### src/rtl/pio_arb_pkg.sv
// Shared types and constants for the PIO control-register access arbiter:
// bus op encoding, PIO s1 register addresses and FSM state codes.
package pio_arb_pkg;

    typedef enum logic [1:0] {
        OP_WRITE = 2'd0,
        OP_SET   = 2'd1,
        OP_CLEAR = 2'd2,
        OP_READ  = 2'd3
    } op_e;

    localparam logic [2:0] ADDR_DATA = 3'd0;
    localparam logic [2:0] ADDR_SET  = 3'd4;
    localparam logic [2:0] ADDR_CLR  = 3'd5;

    localparam int unsigned ST_W = 2;
    localparam logic [1:0] ST_IDLE = 2'd0;
    localparam logic [1:0] ST_XFER = 2'd1;
    localparam logic [1:0] ST_CAPT = 2'd2;
    localparam logic [1:0] ST_DONE = 2'd3;

    // PIO register targeted by each op; READ and WRITE both use the data register.
    function automatic logic [2:0] op_addr(input op_e op);
        logic [2:0] addr;
        case (op)
            OP_SET:   addr = ADDR_SET;
            OP_CLEAR: addr = ADDR_CLR;
            default:  addr = ADDR_DATA;
        endcase
        return addr;
    endfunction

endpackage

### src/rtl/pio_ctrl_access_arbiter_if.sv
// Avalon-MM link between the arbiter (master) and the PIO s1 slave.
interface pio_ctrl_access_arbiter_if #(
    parameter int unsigned DATA_W = 32
);
    logic [2:0]        avm_address;
    logic              avm_chipselect;
    logic              avm_write_n;
    logic [DATA_W-1:0] avm_writedata;
    logic [DATA_W-1:0] avm_readdata;

    modport master (
        output avm_address,
        output avm_chipselect,
        output avm_write_n,
        output avm_writedata,
        input  avm_readdata
    );

    modport slave (
        input  avm_address,
        input  avm_chipselect,
        input  avm_write_n,
        input  avm_writedata,
        output avm_readdata
    );
endinterface

### src/rtl/rr_arbiter.sv
// Round-robin picker: first request at/after the pointer wins; the pointer
// moves one past the winner whenever a request is accepted.
module rr_arbiter #(
    parameter  int unsigned NUM_REQ = 4,
    localparam int unsigned IDX_W   = (NUM_REQ > 1) ? $clog2(NUM_REQ) : 1
) (
    input  logic               clk,
    input  logic               reset_n,
    input  logic [NUM_REQ-1:0] req,
    input  logic               advance,
    output logic [NUM_REQ-1:0] grant_c,
    output logic [IDX_W-1:0]   idx_c
);

    logic [IDX_W-1:0] ptr;

    always_comb begin
        logic [IDX_W-1:0] cand;
        logic             found;
        grant_c = '0;
        idx_c   = '0;
        cand    = '0;
        found   = 1'b0;
        for (int unsigned i = 0; i < NUM_REQ; i++) begin
            cand = IDX_W'((32'(ptr) + i) % NUM_REQ);
            if (!found && req[cand]) begin
                found         = 1'b1;
                grant_c[cand] = 1'b1;
                idx_c         = cand;
            end
        end
    end

    always_ff @(posedge clk or negedge reset_n) begin
        if (!reset_n) begin
            ptr <= '0;
        end else if (advance && (|req)) begin
            ptr <= (idx_c == IDX_W'(NUM_REQ - 1)) ? '0 : idx_c + 1'b1;
        end
    end

endmodule

### src/rtl/pio_ctrl_access_arbiter.sv
// Shares one PIO control-register slave between NUM_REQ requesters, one bus op at a time,
// and mirrors the PIO output register. `define STATUS_POLL_EN adds background in_port polling.
module pio_ctrl_access_arbiter #(
    parameter int unsigned NUM_REQ  = 4,
    parameter int unsigned DATA_W   = 32
`ifdef STATUS_POLL_EN
    ,
    parameter int unsigned POLL_DIV = 1024
`endif
) (
    input  logic                      clk,
    input  logic                      reset_n,
    input  logic [NUM_REQ-1:0]        req,
    input  logic [2*NUM_REQ-1:0]      req_op,
    input  logic [DATA_W*NUM_REQ-1:0] req_wdata,
    output logic [NUM_REQ-1:0]        gnt,
    output logic [NUM_REQ-1:0]        done,
    output logic [DATA_W-1:0]         rdata,
    output logic [DATA_W-1:0]         ctrl_shadow,
    pio_ctrl_access_arbiter_if.master avm,
    output logic [DATA_W-1:0]         status_q,
    output logic                      status_chg
);
    import pio_arb_pkg::*;

    localparam int unsigned IDX_W = (NUM_REQ > 1) ? $clog2(NUM_REQ) : 1;

    logic [ST_W-1:0]    state, state_d;
    op_e                op_q, op_d;
    logic               poll_q, poll_d;
    logic               poll_pending;
    logic               poll_take_c;
    logic [NUM_REQ-1:0] arb_grant_c;
    logic [IDX_W-1:0]   arb_idx_c;
    op_e                sel_op_c;
    logic [DATA_W-1:0]  sel_wdata_c;
    logic [NUM_REQ-1:0] gnt_d, done_d;
    logic [DATA_W-1:0]  rdata_d, shadow_d, status_d;
    logic               chg_d;
    logic [2:0]         addr_d;
    logic               cs_d, wn_d;
    logic [DATA_W-1:0]  wd_d;

    rr_arbiter #(.NUM_REQ(NUM_REQ)) u_rr (
        .clk     (clk),
        .reset_n (reset_n),
        .req     (req),
        .advance (state == ST_IDLE),
        .grant_c (arb_grant_c),
        .idx_c   (arb_idx_c)
    );

    assign sel_op_c    = op_e'(req_op[2*arb_idx_c +: 2]);
    assign sel_wdata_c = req_wdata[DATA_W*arb_idx_c +: DATA_W];
    assign poll_take_c = (state == ST_IDLE) && (req == '0) && poll_pending;

`ifdef STATUS_POLL_EN
    localparam int unsigned CNT_W = $clog2(POLL_DIV);

    logic [CNT_W-1:0] poll_cnt;
    logic             poll_wrap_c;

    assign poll_wrap_c = (poll_cnt == CNT_W'(POLL_DIV - 1));

    // A wrap while a poll is already pending simply leaves it pending.
    always_ff @(posedge clk or negedge reset_n) begin
        if (!reset_n) begin
            poll_cnt     <= '0;
            poll_pending <= 1'b0;
        end else begin
            poll_cnt <= poll_wrap_c ? '0 : poll_cnt + 1'b1;
            if (poll_wrap_c)
                poll_pending <= 1'b1;
            else if (poll_take_c)
                poll_pending <= 1'b0;
        end
    end
`else
    assign poll_pending = 1'b0;
`endif

    // Next-state and next-output logic; bus is idle everywhere except the XFER cycle.
    always_comb begin
        state_d  = state;
        op_d     = op_q;
        poll_d   = poll_q;
        gnt_d    = gnt;
        done_d   = '0;
        rdata_d  = rdata;
        shadow_d = ctrl_shadow;
        status_d = status_q;
        chg_d    = 1'b0;
        addr_d   = ADDR_DATA;
        cs_d     = 1'b0;
        wn_d     = 1'b1;
        wd_d     = '0;
        case (state)
            ST_IDLE: begin
                if (|req) begin
                    state_d = ST_XFER;
                    op_d    = sel_op_c;
                    poll_d  = 1'b0;
                    gnt_d   = arb_grant_c;
                    addr_d  = op_addr(sel_op_c);
                    cs_d    = 1'b1;
                    wn_d    = (sel_op_c == OP_READ);
                    wd_d    = (sel_op_c == OP_READ) ? '0 : sel_wdata_c;
                end else if (poll_take_c) begin
                    state_d = ST_XFER;
                    op_d    = OP_READ;
                    poll_d  = 1'b1;
                    cs_d    = 1'b1;
                end
            end
            ST_XFER: begin
                case (op_q)
                    OP_WRITE: shadow_d = avm.avm_writedata;
                    OP_SET:   shadow_d = ctrl_shadow | avm.avm_writedata;
                    OP_CLEAR: shadow_d = ctrl_shadow & ~avm.avm_writedata;
                    default:  ;
                endcase
                if (op_q == OP_READ) begin
                    state_d = ST_CAPT;
                end else begin
                    state_d = ST_DONE;
                    done_d  = gnt;
                end
            end
            ST_CAPT: begin
                state_d = ST_DONE;
                done_d  = gnt;
                if (poll_q) begin
                    status_d = avm.avm_readdata;
                    chg_d    = (avm.avm_readdata != status_q);
                end else begin
                    rdata_d = avm.avm_readdata;
                end
            end
            default: begin
                state_d = ST_IDLE;
                gnt_d   = '0;
            end
        endcase
    end

    always_ff @(posedge clk or negedge reset_n) begin
        if (!reset_n) begin
            state              <= ST_IDLE;
            op_q               <= OP_WRITE;
            poll_q             <= 1'b0;
            gnt                <= '0;
            done               <= '0;
            rdata              <= '0;
            ctrl_shadow        <= '0;
            status_q           <= '0;
            status_chg         <= 1'b0;
            avm.avm_address    <= ADDR_DATA;
            avm.avm_chipselect <= 1'b0;
            avm.avm_write_n    <= 1'b1;
            avm.avm_writedata  <= '0;
        end else begin
            state              <= state_d;
            op_q               <= op_d;
            poll_q             <= poll_d;
            gnt                <= gnt_d;
            done               <= done_d;
            rdata              <= rdata_d;
            ctrl_shadow        <= shadow_d;
            status_q           <= status_d;
            status_chg         <= chg_d;
            avm.avm_address    <= addr_d;
            avm.avm_chipselect <= cs_d;
            avm.avm_write_n    <= wn_d;
            avm.avm_writedata  <= wd_d;
        end
    end

endmodule

### src/flat_wrapper.sv
// flat-port wrapper written by rule: the top's interface ports become plain ports
module pio_ctrl_access_arbiter_flat import pio_arb_pkg::*;
#(
    parameter int unsigned NUM_REQ  = 4,
    parameter int unsigned DATA_W   = 32

)
  (clk, reset_n, req, req_op, req_wdata, gnt, done, rdata, ctrl_shadow, status_q, status_chg, avm_avm_address, avm_avm_chipselect, avm_avm_write_n, avm_avm_writedata, avm_avm_readdata);
  pio_ctrl_access_arbiter_if #(.DATA_W(DATA_W)) avm_i ();
  input  logic clk;
  input  logic reset_n;
  input  logic [NUM_REQ-1:0] req;
  input  logic [2*NUM_REQ-1:0] req_op;
  input  logic [DATA_W*NUM_REQ-1:0] req_wdata;
  output logic [NUM_REQ-1:0] gnt;
  output logic [NUM_REQ-1:0] done;
  output logic [DATA_W-1:0] rdata;
  output logic [DATA_W-1:0] ctrl_shadow;
  output logic [DATA_W-1:0] status_q;
  output logic status_chg;
  output wire logic [$bits(avm_i.avm_address)-1:0] avm_avm_address;
  output wire logic [$bits(avm_i.avm_chipselect)-1:0] avm_avm_chipselect;
  output wire logic [$bits(avm_i.avm_write_n)-1:0] avm_avm_write_n;
  output wire logic [$bits(avm_i.avm_writedata)-1:0] avm_avm_writedata;
  input wire logic [$bits(avm_i.avm_readdata)-1:0] avm_avm_readdata;
  assign avm_avm_address = avm_i.avm_address;
  assign avm_avm_chipselect = avm_i.avm_chipselect;
  assign avm_avm_write_n = avm_i.avm_write_n;
  assign avm_avm_writedata = avm_i.avm_writedata;
  assign avm_i.avm_readdata = avm_avm_readdata;
  pio_ctrl_access_arbiter #(.NUM_REQ(NUM_REQ), .DATA_W(DATA_W)) u_core (.clk(clk), .reset_n(reset_n), .req(req), .req_op(req_op), .req_wdata(req_wdata), .gnt(gnt), .done(done), .rdata(rdata), .ctrl_shadow(ctrl_shadow), .avm(avm_i), .status_q(status_q), .status_chg(status_chg));
endmodule
### config.mk
export PLATFORM = sky130hd
export DESIGN_NAME = pio_ctrl_access_arbiter_flat
export DESIGN_NICKNAME = d
export VERILOG_FILES = /design/src/rtl/pio_arb_pkg.sv /design/src/rtl/pio_ctrl_access_arbiter_if.sv /design/src/rtl/rr_arbiter.sv /design/src/rtl/pio_ctrl_access_arbiter.sv /design/src/flat_wrapper.sv
export SDC_FILE = /design/constraint.sdc
export NUM_CORES = 1
export LEC_CHECK = 0
export BUFFER_PORTS_ARGS = -buffer_cell sky130_fd_sc_hd__clkbuf_2
export CORE_AREA = 2 2 121 123
export DETAILED_ROUTE_END_ITERATION = 12
export DIE_AREA = 0 0 123 125
export GPL_TIMING_DRIVEN = 0
export PLACE_DENSITY = 0.83
export SLEW_MARGIN = 25
export SYNTH_ARGS = -nofsm -noshare
export SYNTH_HDL_FRONTEND = slang
export SYNTH_SLANG_ARGS = --single-unit
### constraint.sdc
create_clock -name clk -period 7.1 [get_ports clk]
set_input_delay 0.71 -clock clk [delete_from_list [all_inputs] [get_ports clk]]
set_output_delay 0.71 -clock clk [all_outputs]
set_load 0.005 [all_outputs]
==> results of run 1 <==
registers in the layout (all words and copies together) (netlist names):
name and count:
u_core.done 4, u_core.rdata 32, u_core.avm.avm_write_n 1, u_core.avm.avm_chipselect 1, u_core.state 2, u_core.op_q 2
u_core.u_rr.ptr 2, u_core.gnt 4, u_core.avm.avm_address 2, u_core.avm.avm_writedata 32, u_core.ctrl_shadow 32
area by class of cell:
| class | count | area (um2) |
|---|---|---|
| buffer | 76 | 457 |
| clock buffer | 25 | 485 |
| clock inverter | 7 | 60.1 |
| fill | 1252 | 5700 |
| inverter | 20 | 75.1 |
| multi-input combinational | 399 | 2900 |
| sequential | 114 | 2850 |
| tap | 184 | 230 |
| timing repair buffer | 282 | 1440 |
metal layers:
layer / up-vias / share of wire, % / global-route usage (%)
met1: 2756 / 41 / 30.3
met2: 215 / 51 / 41.5
met4: 0 / 2.1 / 9.29
met5: - / 0 / 0
met3: 33 / 5.2 / 5.66
li1: 2700 / - / -
Yosys cell counts, types with 4 or more instances:
| library cell | n | area [um2] |
|---|---|---|
| a2111oi_0 | 4 | 35.0 |
| a21oi_1 | 66 | 330 |
| a221oi_1 | 4 | 35.0 |
| a311o_1 | 4 | 40.0 |
| buf_2 | 5 | 25.0 |
| buf_4 | 44 | 330 |
| clkbuf_1 | 26 | 97.6 |
| dfrtp_1 | 113 | 2830 |
| ha_1 | 17 | 213 |
| inv_1 | 20 | 75.1 |
| mux2_2 | 34 | 383 |
| mux2i_1 | 67 | 671 |
| nand2_1 | 11 | 41.3 |
| nor2_1 | 18 | 67.6 |
| nor2b_1 | 33 | 206 |
| o22ai_1 | 66 | 413 |
stage by stage:
step	cell area [um2]	hold slack [ns]	power, mW	setup WS (ns)
finish	8500	0.249	3.97	2.67
global route	8500	0.275	4.25	2.36
CTS	8500	0.259	3.99	2.61
detailed placement	7960	0.496	3.18	2.64
global placement	7920	0.489	3.12	2.74
floorplan	6290	0.414	2.45	3.48
path summary, 6_finish.rpt:
path / from / endpoint / slack (ns)
worst max-delay path: u_core.u_rr.ptr[0] / u_core.avm.avm_writedata[8] / 2.67
worst min-delay path: reset_n / u_core.avm.avm_writedata[23] / 0.25
worst max register to register: u_core.u_rr.ptr[0] / u_core.avm.avm_writedata[8] / 2.67
worst min register to register: u_core.rdata[16] / u_core.rdata[16] / 0.50
max in group asynchronous: reset_n / u_core.avm.avm_writedata[8] / 6.21
min in group clk: u_core.rdata[16] / u_core.rdata[16] / 0.50
power groups by stage:
stage / Combinational, mW / Clock (mW) / Sequential [mW]
6_report: 2.04 / 0.791 / 1.14
5_1_grt: 2.24 / 0.835 / 1.18
4_1_cts: 2.05 / 0.802 / 1.14
3_5_place_dp: 2.04 / 0 / 1.15
3_3_place_gp: 1.99 / 0 / 1.13
2_1_floorplan: 1.32 / 0 / 1.13
cell usage in the layout (no fill, tap or decap), types with 6 or more instances in the layout:
master	count
a21oi_1	66
buf_4	44
clkbuf_1	31
clkbuf_16	17
clkbuf_2	280
clkinv_2	6
conb_1	34
dfrtp_1	113
ha_1	17
inv_1	20
mux2_2	34
mux2i_1	67
nand2_1	11
nor2_1	18
nor2b_1	33
o22ai_1	66
cells by family after synthesis:
logic type | Yosys count
buf+inv | 96
simple gates | 79
compound gates | 165
fa+ha+maj | 17
flops | 114
xor+xnor | 1
mux | 103
other cells | 1
==> impl_metrics.yaml, run 1 <==
grt:
  grt_antenna_before_repair: 0
  grt_max_degree: 59
  grt_remaining_overflow: 0
  grt_pass1_wl_um: 28800
  grt_pass1_vias: 5539
  gr-usage-all-layers_pct: 24.6
yosys:
  synth_compound_area_share_pct: 16.6
  netlist-cell-type-count: 47
  synth_edf_count: 0
  synthFlopType: "dfrtp_1"
  syn_area_um2: 6160
  syn_area_per_cell_um2: 10.7
  async_reset_ff_share_pct: 100
  synth_top_family_by_area: "multiplexers"
  synth-xor-area-share_pct: 0.142
  synth_seq_cells: 114
  yosys.area_share.simple_pct: 6.96
  synth_mux_area_share_pct: 17.8
  ys_warn_count: 0
  synth_fa_ha_area_share_pct: 3.45
  synth_seq_area_share_pct: 46.3
  synthCells: 576
power:
  power_density_nw_per_um2: 467
  seq_power_share_pct: 28.8
  switching_share_pct: 40.7
  power_leakage_nw: 4.47
  ir_drop_mv: 0.191
  p_int_mw: 2.36
  p_clk_share_pct: 19.9
  p_switching_mw: 1.62
  combPwrFrac_pct: 51.3
clock_tree:
  clkTransAtPathRegs_ns: 0.05
  h-tree-depth: 4
  cts_root_buffer: "clkbuf_16"
  numCtsBuffers: 17
  clk_latency_ns: 0.41
  cts_resized: 0
  post_cts_buffers: 0
  cts_tree: "done"
  cts.sinks: 114
  cts-hold-fix-buffers: 0
  cts_max_path_buffers: 2
timing:
  fin_worst_skew_ns: 0.00623
  final.setup.tns_ns: 0
  finalSetupViolCount: 0
  period_minus_slack_ns: 4.43
  rsz0062_at_grt: "false"
  min_period_over_period_pct: 62.4
  slew_headroom_pct: 58.8
  worstMarginPinSlew_ns: 0.619
  fmax_mhz: 226
  hold_viol_final: 0
  drv_slew: 0
setup_path:
  end_kind: "flip-flop"
  arrival_ns: 4.74
  rr_worst_depth: 14
  critPathMaxFanout: 10
  crit_family: "simple AND/OR/NAND/NOR gates"
  critPathMaxStageDelay_ns: 0.60
  cp.required_ns: 7.41
  critPathSlowestCell: "mux4_2"
  path_cells: "buf_2 -> inv_1 -> ha_1 -> mux4_2 -> and3_4 -> or3_1 -> buf_2 -> a211oi_2 -> nor2_1 -> ha_1 -> nor2_1 -> nand2_1 -> clkbuf_1 -> o22ai_1"
  critical_path_class: "flip-flop to flip-flop"
  crit_path_start_kind: "flip-flop"
  worst-path-buf-inv: 4
  crit_cells: 14
finish:
  syn_to_final_growth_pct: 38.0
  drive_gt1_share_pct: 43.3
  final_cells: 1107
  n_antenna_cell: 0
  num-nets-final: 1101
  fin_util_pct: 59.9
die:
  ios: 316
  rows: 44
  initial_core_util_pct: 43.4
  dieArea_um2: 15400
  die_w_um: 123
  die_h_um: 125
  core_area_um2: 14200
detailed_routing:
  firstDrtPassIters: 5
  drtAntennaViolNets: 0
  viasPerCell: 5.15
  drc: 0
  drtIter0Drc: 322
  wl_per_cell_um: 17.1
  wl_um: 18900
  vias: 5704
placed_design:
  hpwl_um: 14400
  io_buffers: 281
  routabilityCongestion: 0.844
  dpl.cell_count: 1075
run_status:
  status: "completed"
run:
  max_cap_violations: 0
min_path:
  hold_class: "input pin to asynchronous set/reset pin"
No activity file was read; power rests on OpenSTA's default activity.
==> inputs of run 2 (changes only) <==
--- a/config.mk
+++ b/config.mk
@@ -5,12 +5,14 @@
 export SDC_FILE = /design/constraint.sdc
 export NUM_CORES = 1
 export LEC_CHECK = 0
+export ABC_AREA = 1
 export BUFFER_PORTS_ARGS = -buffer_cell sky130_fd_sc_hd__clkbuf_2
-export CORE_AREA = 2 2 121 123
+export CORE_ASPECT_RATIO = 0.75
+export CORE_MARGIN = 2
+export CORE_UTILIZATION = 48
 export DETAILED_ROUTE_END_ITERATION = 12
-export DIE_AREA = 0 0 123 125
 export GPL_TIMING_DRIVEN = 0
-export PLACE_DENSITY = 0.83
+export PLACE_DENSITY = 0.87
 export SLEW_MARGIN = 25
 export SYNTH_ARGS = -nofsm -noshare
 export SYNTH_HDL_FRONTEND = slang
==> constraint.sdc (replaced) <==
create_clock -name clk -period 4.2 [get_ports clk]
set_input_delay 0.42 -clock clk [delete_from_list [all_inputs] [get_ports clk]]
set_output_delay 0.42 -clock clk [all_outputs]
set_load 0.005 [all_outputs]
==> run 2 against run 1 <==
  * Die area up 0.49%
  * Wire length up 14%
  * Fmax up 19%
  * Critical path depth up 5
  * Utilization up 5.4 points
  * Global-route usage up 2.6 points
  * Clock-buffer cell count down 6
  * Sequential cell count unchanged
  * Via count up 23%
  * Cell count up 25%
  * Power up 110%
  * Register-to-register slack worse by 2.2 ns
  * Largest power group unchanged
==> impl_metrics.yaml, run 2 <==
finish:
  fin_util_pct: 65.3
  final_common_cell: "clkbuf_2"
  num-nets-final: 1364
  final_cells: 1386
  top_regs: "u_core.avm.avm_writedata x32, u_core.ctrl_shadow x32, u_core.rdata x32"
  final_area_um2: 9350
  n_fill_cell: 1183
  mostFrequentLayoutCells: "clkbuf_2 (280), inv_1 (126), dfrtp_1 (113)"
  syn_to_final_growth_pct: 34.7
  drive_gt1_share_pct: 36.0
  n_antenna_cell: 0
die:
  die_h_um: 108
  core_area_um2: 14300
  dieArea_um2: 15400
  die_w_um: 143
  rows: 38
  initial_core_util_pct: 48.5
  ios: 316
detailed_routing:
  vias: 7006
  met2RoutedLength_um: 10500
  wl_per_cell_um: 15.5
  drtIter0Drc: 500
  drc: 0
  wl_met1_um: 8930
  routed.top_layer: "met4"
  viasPerCell: 5.05
  wl_um: 21500
  route.met3.wl_um: 1830
  firstDrtPassIters: 6
  drtAntennaViolNets: 0
yosys:
  synthTopCellsByArea: "dfrtp_1 (41%), nand3b_1 (6.9%), inv_1 (6.8%), nand3_1 (5.8%), mux2_2 (5.2%)"
  synth_top_area_cell: "dfrtp_1"
  yosys.area.top_type_share_pct: 40.7
  async_reset_ff_share_pct: 100
  syn_area_per_cell_um2: 8.28
  synthCells: 838
  yosys-top-cells-count: "inv_1 (126), dfrtp_1 (113), nand2_1 (95), nand3_1 (80), o21ai_0 (71)"
  netlist-cell-type-count: 38
  synth_edf_count: 0
  syn_area_um2: 6940
  synth_seq_area_share_pct: 41.1
  ys_warn_count: 0
  synth_most_common_cell: "inv_1"
  synth_seq_cells: 114
  synthFlopType: "dfrtp_1"
clock_tree:
  h-tree-depth: 4
  clk_latency_ns: 0.41
  cts_max_path_buffers: 2
  numCtsBuffers: 17
  cts.sinks: 114
  post_cts_buffers: 0
  clkTransAtPathRegs_ns: 0.06
  cts_tree: "done"
  cts_root_buffer: "clkbuf_16"
power:
  finalPower_mw: 8.40
  power_leakage_nw: 5.05
  ir_drop_mv: 0.618
  power_density_nw_per_um2: 899
grt:
  gr-usage-all-layers_pct: 27.2
  grt_antenna_before_repair: 0
  grt_remaining_overflow: 0
  grt_max_degree: 69
  grt_pass1_wl_um: 32900
  grt_pass1_vias: 6603
min_path:
  min_path_cells: 2
  hold_class: "input pin to flip-flop"
placed_design:
  placed_area_um2: 8760
  routabilityCongestion: 0.906
  dpl.cell_count: 1353
  io_buffers: 281
  hpwl_um: 16500
setup_path:
  critPathMostFrequentCell: "nand2_4"
  critPathMaxFanout: 10
  arrival_ns: 4.05
  worst-path-buf-inv: 6
  crit_family: "simple AND/OR/NAND/NOR gates"
  critPathMaxStageDelay_ns: 0.47
  critPathSlowestCell: "dfrtp_1"
  critical_path_class: "flip-flop to flip-flop"
  crit_path_start_kind: "flip-flop"
  path_cells: "inv_1 -> ha_1 -> inv_1 -> nand3_2 -> nand2_4 -> inv_2 -> nor2_8 -> nand2_1 -> nand2_4 -> nand2_4 -> buf_6 -> nand2_1 -> nand3_1 -> and2_1 -> ha_1 -> or2_1 -> buf_4 -> clkbuf_1 -> a21oi_1"
  cp.required_ns: 4.52
  rr_worst_depth: 19
  end_kind: "flip-flop"
  crit_cells: 19
timing:
  final.setup.tns_ns: 0
  finalSetupViolCount: 0
  fin_worst_skew_ns: 0.00977
  fmax_mhz: 268
  min_period_over_period_pct: 88.8
  worstMarginPinSlew_ns: 0.597
  hold_viol_final: 0
  drv_slew: 0
  rsz0062_at_grt: "false"
  slew_headroom_pct: 60.2
  period_minus_slack_ns: 3.73
run_status:
  status: "completed"
run:
  max_cap_violations: 0
-- run 2: power by group --
| part | switching (mW) | internal (mW) |
|---|---|---|
| logic | 3.29 | 1.88 |
| clock network | 0.553 | 0.854 |
| registers | 0.270 | 1.55 |
| total | 4.12 | 4.29 |
-- run 2: layout make-up --
| type | count | area (um2) | share of cell area (%) |
|---|---|---|---|
| inverter | 129 | 489 | 5.23 |
| clock inverter | 13 | 126 | 1.35 |
| buffer | 87 | 532 | 5.69 |
| clock buffer | 19 | 453 | 4.85 |
| multi-input combinational | 541 | 3190 | 34.1 |
| tap | 200 | 250 | 2.68 |
| timing repair buffer | 283 | 1450 | 15.5 |
| sequential | 114 | 2850 | 30.5 |
-- run 2: kinds of logic after synthesis --
kind of cell	synth area share (%)
compound gates	12.5
fa+ha+maj	3.06
buf+inv	14.7
flops	41.1
mux	5.19
other cells	0.0540
simple gates	23.4
-- run 2: what timing repair did --
item                                   4_1_cts  5_1_grt
resized for setup                            0        0
endpoints found under the hold margin       46        0
hold buffers                                 1        0
-- run 2: worst paths after layout --
| check | end | startpoint | slack, ns |
|---|---|---|---|
| worst max-delay path | u_core.avm.avm_writedata[10] | u_core.u_rr.ptr[1] | 0.47 |
| worst min register to register | u_core.rdata[29] | u_core.rdata[29] | 0.50 |
| min in group asynchronous | u_core.rdata[3] | reset_n | 0.54 |
| worst min-delay path | u_core.rdata[24] | avm_avm_readdata[24] | 0.25 |
| max in group asynchronous | u_core.avm.avm_write_n | reset_n | 2.95 |
| worst max register to register | u_core.avm.avm_writedata[10] | u_core.u_rr.ptr[1] | 0.47 |
-- run 2: per-layer routing --
layer / vias to the layer above / GRT usage (%)
li1: 3356 / -
met4: 0 / 7.00
met3: 29 / 7.13
met1: 3299 / 34.2
met5: - / 0
met2: 322 / 46.8
-- run 2: per-stage QoR --
step                hold slack (ns)  setup WS (ns)
floorplan                     0.124           1.19
global placement              0.488          0.586
detailed placement            0.377          0.489
CTS                           0.236          0.474
global route                  0.237          0.198
finish                        0.246          0.470
==> inputs of run 3 (changes only) <==
--- a/config.mk
+++ b/config.mk
@@ -7,12 +7,15 @@
 export LEC_CHECK = 0
 export ABC_AREA = 1
 export BUFFER_PORTS_ARGS = -buffer_cell sky130_fd_sc_hd__clkbuf_2
+export CELL_PAD_IN_SITES_DETAIL_PLACEMENT = 1
+export CELL_PAD_IN_SITES_GLOBAL_PLACEMENT = 2
 export CORE_ASPECT_RATIO = 0.75
 export CORE_MARGIN = 2
-export CORE_UTILIZATION = 48
+export CORE_UTILIZATION = 26
 export DETAILED_ROUTE_END_ITERATION = 12
 export GPL_TIMING_DRIVEN = 0
-export PLACE_DENSITY = 0.87
+export PLACE_DENSITY = 0.86
+export RECOVER_POWER = 100
 export SLEW_MARGIN = 25
 export SYNTH_ARGS = -nofsm -noshare
 export SYNTH_HDL_FRONTEND = slang
==> run 3 against run 2 <==
  * The run now ends with max-capacitance violations, max-slew violations left
  * Register-to-register slack got worse by 0.18 ns
  * Clock-buffer cell count increased by 1
  * Fmax decreased by 4.5%
  * Final area increased by 1.0%
  * Highest routed layer unchanged
  * Combinational power increased by 5.2%
  * First-iteration DRC count decreased by 39%
  * Critical path depth decreased by 2
  * Clock skew about the same
  * Critical path type unchanged
==> impl_metrics.yaml, run 3 (synthesis results as in run 2) <==
run_status:
  status: "finished with violations"
  violations: "max-capacitance violations, max-slew violations"
detailed_routing:
  drtIter0Drc: 303
  vias: 6893
  drtAntennaViolNets: 0
  drc: 0
  viasPerCell: 4.51
  wl_um: 27700
  wl_per_cell_um: 18.1
  firstDrtPassIters: 4
finish:
  drive_gt1_share_pct: 28.3
  syn_to_final_growth_pct: 36.1
  final_common_cell: "clkbuf_2"
  top_regs: "u_core.avm.avm_writedata x32, u_core.ctrl_shadow x32, u_core.rdata x32"
  n_fill_cell: 3280
  mostFrequentLayoutCells: "clkbuf_2 (197), inv_1 (126), clkbuf_1 (113), dfrtp_1 (113), nand2_1 (95)"
  num-nets-final: 1363
  fin_util_pct: 36.2
  n_antenna_cell: 0
setup_path:
  worst-path-buf-inv: 6
  critical_path_class: "flip-flop to flip-flop"
  critPathSlowestCell: "dfrtp_1"
  crit_path_start_kind: "flip-flop"
  end_kind: "flip-flop"
  critPathMaxFanout: 10
  crit_family: "buffers and inverters"
  arrival_ns: 4.23
  cp.required_ns: 4.53
  critPathMaxStageDelay_ns: 0.48
  path_cells: "inv_1 -> ha_1 -> inv_1 -> nand3_2 -> nand2_4 -> inv_2 -> nor2_8 -> nand4_4 -> buf_2 -> nand3_1 -> nand3_1 -> and2_1 -> ha_1 -> or2_1 -> buf_4 -> clkbuf_1 -> a21oi_1"
clock_tree:
  numCtsBuffers: 17
  cts_tree: "done"
  cts.sinks: 114
  clkTransAtPathRegs_ns: 0.06
  h-tree-depth: 4
  cts_resized: 0
  cts_max_path_buffers: 2
  cts-hold-fix-buffers: 0
  post_cts_buffers: 0
  clk_latency_ns: 0.41
  cts_root_buffer: "clkbuf_16"
placed_design:
  hpwl_um: 21100
  routabilityCongestion: 0.803
  io_buffers: 281
  dp_slack_ns: 0.320
timing:
  finalSetupViolCount: 0
  timing.hold.ws_ns: 0.238
  min_period_over_period_pct: 93.0
  fmax_mhz: 256
  hold_viol_final: 0
  rsz0062_at_grt: "false"
  slew_headroom_pct: -149
  drv_slew: 63
  fin_worst_skew_ns: 0.00954
  setup_slack_ns: 0.294
  period_minus_slack_ns: 3.91
  worstMarginPinSlew_ns: 3.73
  final.setup.tns_ns: 0
grt:
  grt_remaining_overflow: 0
  grt_pass1_wl_um: 41800
  grt_max_degree: 64
  gr-usage-all-layers_pct: 19.6
  grt_antenna_before_repair: 0
  grt_pass1_vias: 7137
die:
  initial_core_util_pct: 26.6
  core_area_um2: 26100
  die_h_um: 146
  rows: 51
  ios: 316
  dieArea_um2: 28000
  die_w_um: 193
power:
  ir_drop_mv: 0.395
  power_density_nw_per_um2: 938
  power_leakage_nw: 4.79
min_path:
  hold_class: "input pin to flip-flop"
run:
  max_cap_violations: 1
==> run 3: final cells by class <==
class                   count  area [um2]  share of cell area (%)
flip-flops and latches    114        2850                    30.2
well taps                 344         430                    4.56
repair buffers            282        1330                    14.1
plain buffers              87         526                    5.56
clock inverters            10         184                    1.95
clock buffers              20         447                    4.73
inverters                 129         489                    5.18
multi-input cells         541        3190                    33.8
==> run 3: power by group <==
group	switching, mW	internal [mW]	leakage [nW]
combinational	3.66	1.79	3.00
sequential	0.271	1.55	1.48
clock	0.534	1.06	0.302
==> run 3: path summary, 6_finish.rpt <==
kind	from	cells past startpoint	endpoint	slack, ns
hold reg to reg	u_core.rdata[1]	1	u_core.rdata[1]	0.51
min in group asynchronous	reset_n	1	u_core.ctrl_shadow[28]	1.27
setup / recovery	u_core.u_rr.ptr[1]	17	u_core.avm.avm_writedata[13]	0.29
setup reg to reg	u_core.u_rr.ptr[1]	17	u_core.avm.avm_writedata[13]	0.29
hold / removal	avm_avm_readdata[20]	2	u_core.rdata[20]	0.24
max in group asynchronous	reset_n	1	u_core.avm.avm_writedata[3]	0.79
==> run 3: routing by layer <==
layer / global-route usage (%) / part of all wire [%] / wire length, um / vias up
met5: 0 / 0 / 0 / -
met4: 3.78 / 0.98 / 271 / 0
met3: 3.50 / 5.1 / 1420 / 20
met2: 31.5 / 46 / 12700 / 181
met1: 27.6 / 48 / 13300 / 3340
li1: - / - / - / 3352
==> run 3: through the flow <==
| stage | std cells | instance area [um2] | power, mW |
|---|---|---|---|
| 2_1_floorplan | 871 | 7070 | 5.25 |
| 3_3_place_gp | 1496 | 8900 | 7.24 |
| 3_5_place_dp | 1497 | 8940 | 7.40 |
| 4_1_cts | 1527 | 9570 | 9.05 |
| 5_1_grt | 1527 | 9450 | 9.64 |
| 6_report | 1527 | 9450 | 8.86 |
